### src/rtl/ctl_pkg.sv
`default_nettype none
//============================================================================
// Module   : ctl_pkg
// Purpose  : Shared definitions for the EBOX register-control block:
//            AR/ARX mux select codes, MQ select codes and the state
//            encoding of the multi-precision (long) AD sequencer.
// Ports    : none (package)
// Revision : 1.0  initial release
//============================================================================
package ctl_pkg;

   // ARL / ARR / ARXL / ARXR mux select codes
   localparam logic [2:0] SEL_AR     = 3'd0;
   localparam logic [2:0] SEL_CACHE  = 3'd1;
   localparam logic [2:0] SEL_AD     = 3'd2;
   localparam logic [2:0] SEL_EBUS   = 3'd3;
   localparam logic [2:0] SEL_SH     = 3'd4;
   localparam logic [2:0] SEL_ADX    = 3'd5;
   localparam logic [2:0] SEL_ADx2   = 3'd6;
   localparam logic [2:0] SEL_ADdiv4 = 3'd7;

   // MQ / MQM select codes
   localparam logic [1:0] MQSEL_MQ     = 2'd0;
   localparam logic [1:0] MQSEL_SH     = 2'd1;
   localparam logic [1:0] MQSEL_MQx2   = 2'd2;
   localparam logic [1:0] MQSEL_MQdiv4 = 2'd3;

   // Long AD operation sequencer states
   typedef enum logic [0:0] {
      IDLE = 1'b0,
      RUN  = 1'b1
   } long_state_e;

endpackage
`default_nettype wire

### src/rtl/ctl_long_seq.sv
`default_nettype none
//============================================================================
// Module   : ctl_long_seq
// Purpose  : Sequencer for multi-precision AD operations of LONG_WORDS
//            words. Holds the IDLE/RUN state, the word counter and the
//            carry-in mux that chooses between the microcode carry term
//            (first word) and the ADX carry-out of the previous word.
// Ports    : clk, rst_n       clock, asynchronous active-low reset
//            valid            microword valid this cycle
//            start            long operation requested (already valid-gated)
//            normal_carry     carry term for a non-long cycle
//            adx_carry_out    ADX bit 0 carry-out of the current word
//            ad_long          long operation active (registered)
//            long_last        final word of the long operation (registered)
//            carry            selected carry into ADX bit 35 (registered)
// Revision : 1.0  initial release
//============================================================================
module ctl_long_seq
   import ctl_pkg::*;
#(
   parameter int LONG_WORDS = 2
)
(
   input  logic clk,
   input  logic rst_n,
   input  logic valid,
   input  logic start,
   input  logic normal_carry,
   input  logic adx_carry_out,
   output logic ad_long,
   output logic long_last,
   output logic carry
);

   localparam int              CNT_W    = $clog2(LONG_WORDS);
   localparam logic [CNT_W-1:0] CNT_INIT = CNT_W'(LONG_WORDS - 1);

   long_state_e      state_q, state_d;
   logic [CNT_W-1:0] count_q, count_d;
   logic             long_last_q, long_last_d;
   logic             carry_q, carry_d;
   logic             open_edge;

   // An edge may start a new operation when idle or when the final word
   // is on EDP; the latter gives back-to-back long operations with no gap.
   assign open_edge = (state_q == IDLE) || (count_q == '0);

   always_comb begin
      state_d     = state_q;
      count_d     = count_q;
      long_last_d = 1'b0;
      carry_d     = 1'b0;
      if (open_edge) begin
         carry_d = valid & normal_carry;
         if (start) begin
            state_d = RUN;
            count_d = CNT_INIT;
         end else begin
            state_d = IDLE;
            count_d = '0;
         end
      end else begin
         // Inside a long operation the carry chains from the previous word
         // and new start requests are ignored.
         carry_d     = adx_carry_out;
         count_d     = count_q - CNT_W'(1);
         long_last_d = (count_q == CNT_W'(1));
      end
   end

   always_ff @(posedge clk or negedge rst_n) begin
      if (!rst_n) begin
         state_q     <= IDLE;
         count_q     <= '0;
         long_last_q <= 1'b0;
         carry_q     <= 1'b0;
      end else begin
         state_q     <= state_d;
         count_q     <= count_d;
         long_last_q <= long_last_d;
         carry_q     <= carry_d;
      end
   end

   assign ad_long   = (state_q == RUN);
   assign long_last = long_last_q;
   assign carry     = carry_q;

endmodule
`default_nettype wire

### src/rtl/ctl_gen.sv
`default_nettype none
//============================================================================
// Module   : ctl_gen
// Purpose  : EBOX register-control block. Registers the AR/ARX/MQ load,
//            clear and select fields of each microword into CTL_* strobes
//            for EDP, generates the ADX carry-in (suppressed on PI
//            flag-save cycles), keeps the sticky PI save-flags indication
//            and sequences long AD operations via ctl_long_seq.
// Ports    : eboxClk / eboxResetN   clock, asynchronous active-low reset
//            cr*                    CRAM field decode inputs
//            CRAM_ADcarry           microcode carry-in
//            EDP_AR                 AR contents (bit 0 used)
//            PCplus1inh             PI cycle indication
//            EDP_ADXcarryOut        ADX bit 0 carry-out
//            CTL_*                  registered load/clear/select strobes
//            ADXcarry36             carry into ADX bit 35
//            ADlong / CTL_longLast  long operation active / final word
//            CTL_PIsaveFlags        sticky PI save-flags indication
// Revision : 1.0  initial release
//============================================================================
module ctl_gen
   import ctl_pkg::*;
#(
   parameter int DATA_W     = 36,
   parameter int SEL_W      = 3,
   parameter int MQSEL_W    = 2,
   parameter int LONG_WORDS = 2
)
(
   input  logic               eboxClk,
   input  logic               eboxResetN,
   input  logic               crValid,
   input  logic [2:0]         crARload,
   input  logic [2:0]         crARclr,
   input  logic [SEL_W-1:0]   crARLsel,
   input  logic [SEL_W-1:0]   crARRsel,
   input  logic [SEL_W-1:0]   crARXLsel,
   input  logic [SEL_W-1:0]   crARXRsel,
   input  logic               crARXload,
   input  logic [MQSEL_W-1:0] crMQsel,
   input  logic [MQSEL_W-1:0] crMQMsel,
   input  logic               crMQMen,
   input  logic               crSpecXCRY,
   input  logic               crSpecLong,
   input  logic               crFlagsClr,
   input  logic               CRAM_ADcarry,
   input  logic [DATA_W-1:0]  EDP_AR,
   input  logic               PCplus1inh,
   input  logic               EDP_ADXcarryOut,
   output logic               CTL_AR00to08load,
   output logic               CTL_AR09to17load,
   output logic               CTL_ARRload,
   output logic               CTL_AR00to11clr,
   output logic               CTL_AR12to17clr,
   output logic               CTL_ARRclr,
   output logic [SEL_W-1:0]   CTL_ARL_SEL,
   output logic [SEL_W-1:0]   CTL_ARR_SEL,
   output logic [SEL_W-1:0]   CTL_ARXL_SEL,
   output logic [SEL_W-1:0]   CTL_ARXR_SEL,
   output logic               CTL_ARX_LOAD,
   output logic               CTL_MQM_EN,
   output logic [MQSEL_W-1:0] CTL_MQ_SEL,
   output logic [MQSEL_W-1:0] CTL_MQM_SEL,
   output logic               ADXcarry36,
   output logic               ADlong,
   output logic               CTL_longLast,
   output logic               CTL_PIsaveFlags
);

   logic [2:0]         ar_load_q, ar_load_d;
   logic [2:0]         ar_clr_q, ar_clr_d;
   logic [SEL_W-1:0]   arl_sel_q, arl_sel_d;
   logic [SEL_W-1:0]   arr_sel_q, arr_sel_d;
   logic [SEL_W-1:0]   arxl_sel_q, arxl_sel_d;
   logic [SEL_W-1:0]   arxr_sel_q, arxr_sel_d;
   logic               arx_load_q, arx_load_d;
   logic               mqm_en_q, mqm_en_d;
   logic [MQSEL_W-1:0] mq_sel_q, mq_sel_d;
   logic [MQSEL_W-1:0] mqm_sel_q, mqm_sel_d;
   logic               pi_flags_q, pi_flags_d;

   logic pi_save;
   logic normal_carry;
   logic unused_ar_hi;

   // Only AR bit 0 feeds the carry logic.
   assign unused_ar_hi = ^EDP_AR[DATA_W-1:1];

   assign pi_save      = crValid & PCplus1inh & crSpecXCRY;
   assign normal_carry = ~pi_save & ((EDP_AR[0] & crSpecXCRY) ^ CRAM_ADcarry);

   always_comb begin
      ar_load_d  = 3'b000;
      ar_clr_d   = 3'b000;
      arx_load_d = 1'b0;
      mqm_en_d   = 1'b0;
      arl_sel_d  = arl_sel_q;
      arr_sel_d  = arr_sel_q;
      arxl_sel_d = arxl_sel_q;
      arxr_sel_d = arxr_sel_q;
      mq_sel_d   = mq_sel_q;
      mqm_sel_d  = mqm_sel_q;
      if (crValid) begin
         // Load and clear bits are aligned per AR section, so a clear
         // masks the load of the same section.
         ar_load_d  = crARload & ~crARclr;
         ar_clr_d   = crARclr;
         arx_load_d = crARXload;
         mqm_en_d   = crMQMen;
         arl_sel_d  = crARLsel;
         arr_sel_d  = crARRsel;
         arxl_sel_d = crARXLsel;
         arxr_sel_d = crARXRsel;
         mq_sel_d   = crMQsel;
         mqm_sel_d  = crMQMsel;
      end

      // Set has priority over clear when both happen together.
      pi_flags_d = pi_flags_q;
      if (crValid & crFlagsClr) pi_flags_d = 1'b0;
      if (pi_save)              pi_flags_d = 1'b1;
   end

   always_ff @(posedge eboxClk or negedge eboxResetN) begin
      if (!eboxResetN) begin
         ar_load_q  <= '0;
         ar_clr_q   <= '0;
         arl_sel_q  <= '0;
         arr_sel_q  <= '0;
         arxl_sel_q <= '0;
         arxr_sel_q <= '0;
         arx_load_q <= 1'b0;
         mqm_en_q   <= 1'b0;
         mq_sel_q   <= '0;
         mqm_sel_q  <= '0;
         pi_flags_q <= 1'b0;
      end else begin
         ar_load_q  <= ar_load_d;
         ar_clr_q   <= ar_clr_d;
         arl_sel_q  <= arl_sel_d;
         arr_sel_q  <= arr_sel_d;
         arxl_sel_q <= arxl_sel_d;
         arxr_sel_q <= arxr_sel_d;
         arx_load_q <= arx_load_d;
         mqm_en_q   <= mqm_en_d;
         mq_sel_q   <= mq_sel_d;
         mqm_sel_q  <= mqm_sel_d;
         pi_flags_q <= pi_flags_d;
      end
   end

   ctl_long_seq #(
      .LONG_WORDS    (LONG_WORDS)
   ) u_long_seq (
      .clk           (eboxClk),
      .rst_n         (eboxResetN),
      .valid         (crValid),
      .start         (crValid & crSpecLong),
      .normal_carry  (normal_carry),
      .adx_carry_out (EDP_ADXcarryOut),
      .ad_long       (ADlong),
      .long_last     (CTL_longLast),
      .carry         (ADXcarry36)
   );

   assign CTL_AR00to08load = ar_load_q[2];
   assign CTL_AR09to17load = ar_load_q[1];
   assign CTL_ARRload      = ar_load_q[0];
   assign CTL_AR00to11clr  = ar_clr_q[2];
   assign CTL_AR12to17clr  = ar_clr_q[1];
   assign CTL_ARRclr       = ar_clr_q[0];
   assign CTL_ARL_SEL      = arl_sel_q;
   assign CTL_ARR_SEL      = arr_sel_q;
   assign CTL_ARXL_SEL     = arxl_sel_q;
   assign CTL_ARXR_SEL     = arxr_sel_q;
   assign CTL_ARX_LOAD     = arx_load_q;
   assign CTL_MQM_EN       = mqm_en_q;
   assign CTL_MQ_SEL       = mq_sel_q;
   assign CTL_MQM_SEL      = mqm_sel_q;
   assign CTL_PIsaveFlags  = pi_flags_q;

endmodule
`default_nettype wire

### config.mk
export PLATFORM = sky130hd
export DESIGN_NAME = ctl_gen
export DESIGN_NICKNAME = d
export VERILOG_FILES = /design/src/rtl/ctl_pkg.sv /design/src/rtl/ctl_long_seq.sv /design/src/rtl/ctl_gen.sv
export SDC_FILE = /design/constraint.sdc
export NUM_CORES = 1
export LEC_CHECK = 0
export CAP_MARGIN = 20
export CORE_MARGIN = 2
export CORE_UTILIZATION = 31
export CTS_CLUSTER_SIZE = 30
export DETAILED_ROUTE_END_ITERATION = 10
export PLACE_DENSITY = 0.86
export SYNTH_ARGS = -nofsm -noshare
export SYNTH_HDL_FRONTEND = slang
export SYNTH_SLANG_ARGS = --single-unit
### constraint.sdc
create_clock -name eboxClk -period 1 [get_ports eboxClk]
set_input_delay 0.15 -clock eboxClk [delete_from_list [all_inputs] [get_ports eboxClk]]
set_output_delay 0.15 -clock eboxClk [all_outputs]
set_load 0.005 [all_outputs]
Yosys cells after proc, flatten, opt, wreduce, memory -nomap -nowiden:

Cells that the tools add are included.
W data, S select, Z words.

* word-level logic and storage cells: 41
* register bits: 29
* bits of input ports: 69

* add/sub/neg operators: 1
* reduce and logical (&&, ||, !) cells: 2
* muxes and demuxes: 10
* bitwise logic cells: 13

Operator list (count)
* $mux W1: 8
* $and A1 B1 Y1: 7
* $mux W3: 2
* $and A3 B3 Y3: 1
* $not A1 Y1: 3
* $not A3 Y3: 1
* $reduce_bool A2 Y1: 1
* $logic_or A1 B1 Y1: 1
* $sub A1 B1 Y1 const B: 1
* $xor A1 B1 Y1: 1

Depth between registers and ports, before layout:

Gate-level depths: netlist of the first run.

* depth in word-level cells: 6
* gate-level depth with buffers: 4

By module:

A second synthesis of the first run with hierarchy kept.

* cells, all modules: 70
* area total of the unflattened synthesis: 1111.1 sq um

By module, submodules not included
* ctl_gen: area an instance 975.9 sq um, seq. area each 625.6 sq um, cells an instance 60, times used 1
* ctl_long_seq: area an instance 135.1 sq um, seq. area each 100.1 sq um, cells an instance 10, times used 1

Worst setup path after synthesis of the first run:

OpenSTA, ideal clock, no wires.

* kind: reg2reg
* start: register u_long_seq.state_q (netlist: u_long_seq.ad_long)
* end: register u_long_seq.carry_q (netlist: u_long_seq.carry)
* data required time: 0.870 ns
* slack: 0.159 ns
* data arrival time: 0.711 ns
* cell stages (with the launch flop): 4
* cells stage by stage: dfrtp_1 > nand2_1 > mux2i_1 > a31oi_1

* longest elaborated chain between the ends: 3

Ends and longest elaborated chain
* start, declared: RTL line ctl_long_seq.sv:38 `long_state_e state_q, state_d;`
* start signal, assigned: RTL line ctl_long_seq.sv:78 `state_q <= state_d;`
* $not A1 Y1: RTL line ctl_long_seq.sv:46 `assign open_edge = (state_q == IDLE) || (count_q == '0);`
* $logic_or A1 B1 Y1: RTL line ctl_long_seq.sv:46
* $mux W1: RTL line ctl_long_seq.sv:53 `if (open_edge) begin`
* named net u_long_seq.carry_d: RTL line ctl_long_seq.sv:41 `logic carry_q, carry_d;`
* end signal, assigned: RTL line ctl_long_seq.sv:81 `carry_q <= carry_d;`
* end, declared: RTL line ctl_long_seq.sv:41

The timed path passes the listed nets, and every way through them passes these cells.
A chain may end at the register's enable or synchronous reset.

Worst setup path after layout of the first run:

* start: input port crValid
* end: register arxr_sel_q[0] (netlist: CTL_ARXR_SEL[0])

RTL lines
* start, declared: RTL line ctl_gen.sv:32 `input logic crValid,`
* end signal, assigned: RTL line ctl_gen.sv:143 `arxr_sel_q <= arxr_sel_d;`
* end, declared: RTL line ctl_gen.sv:75 `logic [SEL_W-1:0] arxr_sel_q, arxr_sel_d;`

No word-level cell between the ends.

==> flow_summary_export.csv, run 1 <==
group,metric,value,unit
run_status,status,"finished, violations left",
run_status,violations,"setup timing",
layout,area_growth,60.2,%
critical_path,max_stage_delay,500,ps
sta,hold_viol,0,
logic_synthesis,yosysUniqueCellTypes,17,
placement,gp_congestion,0.646,
logic_synthesis,syn_nets,139,
die,chipHeight,63.6,µm
pwr,p_per_area,1380,nW/µm²
global_routing,grt_pass1_wl,4.13,mm
critical_path,worst-path-buf-inv,2,
critical_path,crit_slowest_cell,"clkdlybuf4s50_1",
critical_path,r2r-start,"CTL_ARXR_SEL[1]$_DFFE_PN0P_",
critical_path,crit_start,"crValid",
route,drt-met1-wl,923,µm
logic_synthesis,ys_seq_elements,29,
clock_tree,insertion_delay,310,ps
critical_path,cp.arrival,1200,ps
critical_path,cp_max_fo,23,
logic_synthesis,yosys.area.top_type,"dfrtp_1",
route,wl,2.50,mm
sta,finalMaxSlewViolations,0,
sta,tightest_slew,276,ps
sta,hold_slack,185,ps
sta,min_period,1000,ps
logic_synthesis,syn-cell-area,1100,µm²
worst_hold_path,worstHoldPathType,"in -> async",
sta,fmax,0.998,GHz
route,drt-wirelength-per-cell,12.8,µm
pwr,p_total,2430,µW
critical_path,start_kind,"input port",
critical_path,crit_path_end_kind,"register",
clock_tree,cts_buffer_depth,2,
clock_tree,cts_inserted_buffers,5,
layout,drive_gt1_share,41.6,%
critical_path,path_cells,"clkdlybuf4s50_1 -> buf_12 -> mux2_2",
route,drtIter0Drc,14,
route,vias,839,
clock_tree,cts_tree,"done",
pwr,ir_worst_vdd,796,µV
sta,rsz0062_at_grt,"yes",
route,highest_layer,"met4",
global_routing,antenna_found_initial,0,
die,core,3360,µm²
route,viasPerCell,4.30,
global_routing,track_usage,13.9,%
clock_tree,ctsHtreeMaxLevel,2,
placement,placedCellCount,179,
critical_path,crit_family,"buffers and inverters",
global_routing,grt_max_degree,30,
route,ant_nets,0,
placement,port_buffers,61,
sta,period_share,100,%
global_routing,grt-ovfl-total,0,
route,drc_errors,0,
logic_synthesis,yosys_warnings,0,
clock_tree,cts_root_buf,"clkbuf_4",
layout,final_common_cell,"clkdlybuf4s50_1",
clock_tree,cts.clk_slew.worst_paths,90,ps
die,fp.dieArea,4050,µm²
die,die_w,63.6,µm
pwr,p_leak,0.000880,µW
die,start_util,32.8,%
critical_path,crit_type,"in -> reg",
route,drt_first_pass_iters,3,
logic_synthesis,ys_top_cells_by_area,"dfrtp_1, mux2_4, mux2_2",
layout,final_cells,195,
logic_synthesis,yosysTopAreaCellShare,65.8,%
sta,worst_slack,-2.39,ps
run,maxCapViolations,0,
sta,maxSlewHeadroom,81.3,%
clock_tree,cts_hold_buf,0,
logic_synthesis,avgSynthCellArea,15.7,µm²
layout,fill_cells,343,
critical_path,required,1200,ps
sta,finClkSkew,0.307,ps
layout,mostFrequentLayoutCells,"clkdlybuf4s50_1, dfrtp_1, buf_2, buf_4",
die,ios,97,
layout,n_antenna_cell,0,
sta,setup_viol,1,
die,rows,21,
route,dr_wl_met3,203,µm
global_routing,grt_pass1_vias,934,
clock_tree,clkSinkCount,29,
logic_synthesis,yosysSeqAreaShare,65.8,%
layout,final_util,52.5,%
route,met2_length,1.36,mm
logic_synthesis,syn-instance-count,70,
sta,fin_setup_tns,-2.39,ps
layout,fin_nets,217,
-- cell families (layout without fill, tap and decap cells) --
kind of cell	after synthesis	in the layout	share of synthesized area [%]
AOI/OAI and AO/OA	3	3	1.93
buffers and inverters	4	83	3.63
DFF	29	29	65.8
muxes	17	17	20.0
and+or+nand+nor	17	17	8.63
-- final timing paths --
check | slack (ps) | cells after the start | end
max in group asynchronous | 650 | 2 | ar_clr_q[1]$_DFF_PN0_
min reg2reg | 510 | 1 | CTL_MQM_SEL[0]$_DFFE_PN0P_
min | 190 | 2 | CTL_ARL_SEL[0]$_DFFE_PN0P_
max reg2reg | 30 | 3 | CTL_ARXR_SEL[1]$_DFFE_PN0P_
max | -2 | 3 | CTL_ARXR_SEL[0]$_DFFE_PN0P_
min in group eboxClk | 370 | 3 | ar_load_q[0]$_DFF_PN0_
-- synthesized netlist by cell type --
| cell | n |
|---|---|
| nor2_1 | 3 |
| and3b_1 | 2 |
| buf_12 | 1 |
| and2_1 | 5 |
| inv_1 | 1 |
| nor4bb_1 | 1 |
| nand2_1 | 5 |
| mux2i_1 | 1 |
| mux2_2 | 8 |
| a21oi_1 | 1 |
| buf_6 | 1 |
| nand2b_1 | 1 |
| a32o_1 | 1 |
| a31oi_1 | 1 |
| buf_2 | 1 |
| mux2_4 | 8 |
| dfrtp_1 | 29 |
-- registers in the layout (all words and copies together) (netlist names), 2 cells and up --
name and count:
CTL_ARL_SEL 3, CTL_MQM_SEL 2, CTL_ARXL_SEL 3, CTL_MQ_SEL 2, ar_load_q 3, ar_clr_q 3
CTL_ARR_SEL 3, CTL_ARXR_SEL 3
-- power breakdown --
part | leakage, µW | switching [µW] | internal [µW]
clock | 0.0000265 | 363 | 280
sequential | 0.000357 | 41.4 | 1270
combinational | 0.000497 | 154 | 328
total | 0.000880 | 558 | 1870
-- final cells by class --
cell class	count	area [µm²]	area share [%]
Sequential cell	29	726	41.1
Timing Repair Buffer	74	593	33.6
Multi-Input combinational cell	37	337	19.1
Tap cell	46	57.6	3.26
Clock buffer	8	48.8	2.76
Inverter	1	3.75	0.213
-- metrics by stage --
step	setup slack, ps	area [µm²]
4_1_cts	-13.0	1750
2_1_floorplan	159	1100
3_5_place_dp	-338	1800
3_3_place_gp	-308	1800
6_report	-2.39	1770
5_1_grt	-43.6	1770
-- repair_timing --
action                     CTS  global route
setup endpoints to repair   28            19
hold endpoints to repair     0             0
setup buffers                6             2
resized for setup          111             0
-- layer usage --
metal,vias to the layer above,GRT usage (%)
li1,393,-
met1,403,13.3
met2,41,25.1
met3,2,6.61
met4,0,5.71
met5,-,0
Note: power is estimated with default switching activity, not from simulation.
==> run 2, diff against run 1 <==
Settings changed: CTS_CLUSTER_SIZE 30 to unset, GPL_ROUTABILITY_DRIVEN set to 0.
==> results of run 2 <==
The final DEF is identical to that of run 1; final timing and power are the same.
==> run 3, diff against run 2 <==
Settings changed: CTS_BUF_LIST set to sky130_fd_sc_hd__clkbuf_16, PLACE_DENSITY 0.86 to 0.8.
==> run 3 against run 2 <==
Against the previous run:
- the flow now finishes without violations
- routed wire length fell by 4.4%
- register-to-register slack improved by 60 ps
- non-clock buffer count fell by 4
- utilization rose by 3.5 points
- hold slack improved by 66 ps
- via count fell by 0.48%
- largest cell class unchanged
==> flow_summary_export.csv, run 3 (synthesis gave the netlist of run 1 again) <==
group,metric,value,unit
die,ios,97,
layout,fill_cells,312,
layout,final_common_cell,"clkdlybuf4s50_1",
run_status,status,"finished, final reports clean",
sta,setup_viol,0,
clock_tree,cts_buffer_depth,2,
sta,hold_viol,0,
placement,place.detailed.hpwl,1.77,mm
clock_tree,cts_root_buf,"clkbuf_16",
critical_path,cp_max_fo,1,
placement,dpl-instance-area,1800,µm²
layout,drive_gt1_share,36.1,%
route,wl,2.39,mm
route,viasPerCell,4.39,
critical_path,crit_path_end_kind,"primary output",
pwr,ir_worst_vdd,840,µV
pwr,p_per_area,1630,nW/µm²
clock_tree,clkSinkCount,29,
clock_tree,cts.clk_slew.worst_paths,50,ps
clock_tree,cts_inserted_buffers,5,
global_routing,antenna_found_initial,0,
layout,fin_nets,213,
critical_path,cp.arrival,820,ps
critical_path,crit_type,"reg -> out",
global_routing,track_usage,12.4,%
placement,port_buffers,61,
route,vias,835,
sta,fmax,1.03,GHz
layout,final_util,56.0,%
run,maxCapViolations,0,
die,die_w,63.6,µm
sta,maxSlewHeadroom,86.8,%
layout,area_growth,70.9,%
critical_path,worst-path-buf-inv,1,
sta,finClkSkew,1.76,ps
placement,place_worst_setup_slack,-335,ps
global_routing,grt_max_degree,30,
route,drc_errors,0,
sta,finalMaxSlewViolations,0,
global_routing,grt-ovfl-total,0,
sta,tightest_slew,196,ps
critical_path,start_kind,"register",
critical_path,crit_slowest_cell,"dfrtp_1",
die,fp.dieArea,4050,µm²
route,drt-wirelength-per-cell,12.6,µm
layout,n_antenna_cell,0,
layout,finalInstanceArea,1880,µm²
die,chipHeight,63.6,µm
route,ant_nets,0,
sta,min_period,972,ps
pwr,p_leak,0.000917,µW
sta,worst_slack,28.2,ps
critical_path,max_stage_delay,360,ps
clock_tree,ctsHtreeMaxLevel,2,
die,start_util,32.8,%
worst_hold_path,worstHoldPathType,"in -> async",
route,drt_first_pass_iters,3,
die,rows,21,
die,core,3360,µm²
clock_tree,cts_tree,"done",
route,drtIter0Drc,13,
global_routing,grt_pass1_vias,853,
critical_path,required,850,ps
critical_path,path_cells,"clkdlybuf4s15_1",
clock_tree,insertion_delay,260,ps
layout,mostFrequentLayoutCells,"clkdlybuf4s50_1, dfrtp_1, clkbuf_2, mux2_4, mux2_2",
clock_tree,cts_hold_buf,0,
critical_path,crit_family,"flip-flops",
global_routing,grt_pass1_wl,3.82,mm
sta,period_share,97.2,%
-- run 3: cell count changes in the layout (fill, tap and decap cells not counted), sizes merged --
| cell | change |
|---|---|
| buf | -29 |
| bufbuf | +1 |
| clkbuf | +14 |
| clkdlybuf4s15 | +7 |
| clkdlybuf4s50 | -1 |
| clkinv | +1 |
| dlygate4sd2 | +1 |
| inv | +1 |
-- run 3: final timing paths --
path / start / to / slack [ps] / depth (start not counted)
worst max-delay path: u_long_seq.long_last$_DFF_PN0_ / CTL_longLast / 30 / 1
worst min-delay path: eboxResetN / CTL_MQM_SEL[1]$_DFFE_PN0P_ / 250 / 2
min in group eboxClk: crARload[0] / ar_load_q[0]$_DFF_PN0_ / 400 / 3
worst min register to register: CTL_MQM_SEL[0]$_DFFE_PN0P_ / CTL_MQM_SEL[0]$_DFFE_PN0P_ / 500 / 1
max in group asynchronous: eboxResetN / CTL_PIsaveFlags$_DFFE_PN0P_ / 590 / 2
worst max register to register: u_long_seq.ad_long$_DFFE_PN0N_ / u_long_seq.carry$_DFF_PN0_ / 90 / 3
-- run 3: report_power, final --
group | switching [µW] | leakage (µW) | internal (µW)
registers | 42.8 | 0.000357 | 1270
clock network | 410 | 0.0000685 | 880
logic | 149 | 0.000492 | 326
-- run 3: per-layer routing --
layer	share of wire, %	track usage (%)	up-vias
met5	0	0	-
met4	1.3	4.89	0
met3	7.8	5.00	5
met2	53	21.6	33
met1	38	13.3	412
li1	-	-	385
-- run 3: area by class of cell --
| type | instances | area, µm² | area share (%) |
|---|---|---|---|
| repair buffers | 70 | 622 | 33.0 |
| clock buffers | 5 | 125 | 6.64 |
| flip-flops and latches | 29 | 726 | 38.5 |
| well taps | 46 | 57.6 | 3.05 |
| multi-input cells | 37 | 343 | 18.2 |
| clock inverters | 2 | 7.51 | 0.398 |
| inverters | 1 | 3.75 | 0.199 |
-- run 3: metrics by stage --
stage               hold slack, ps  setup TNS, ps  total power [µW]  cells
floorplan                     -146              0              1490     70
global placement               483          -6740              1850    180
detailed placement             492          -7320              1870    180
CTS                            252              0              3160    190
global route                   267          -5.67              3210    190
finish                         251              0              3080    190
-- run 3: timing repair --
item / CTS / global route
setup endpoints to repair: 44 / 19
gates cloned: 1 / 0
resized for setup: 64 / 19
setup buffers: 2 / 0
endpoints found under the hold margin: 0 / 0
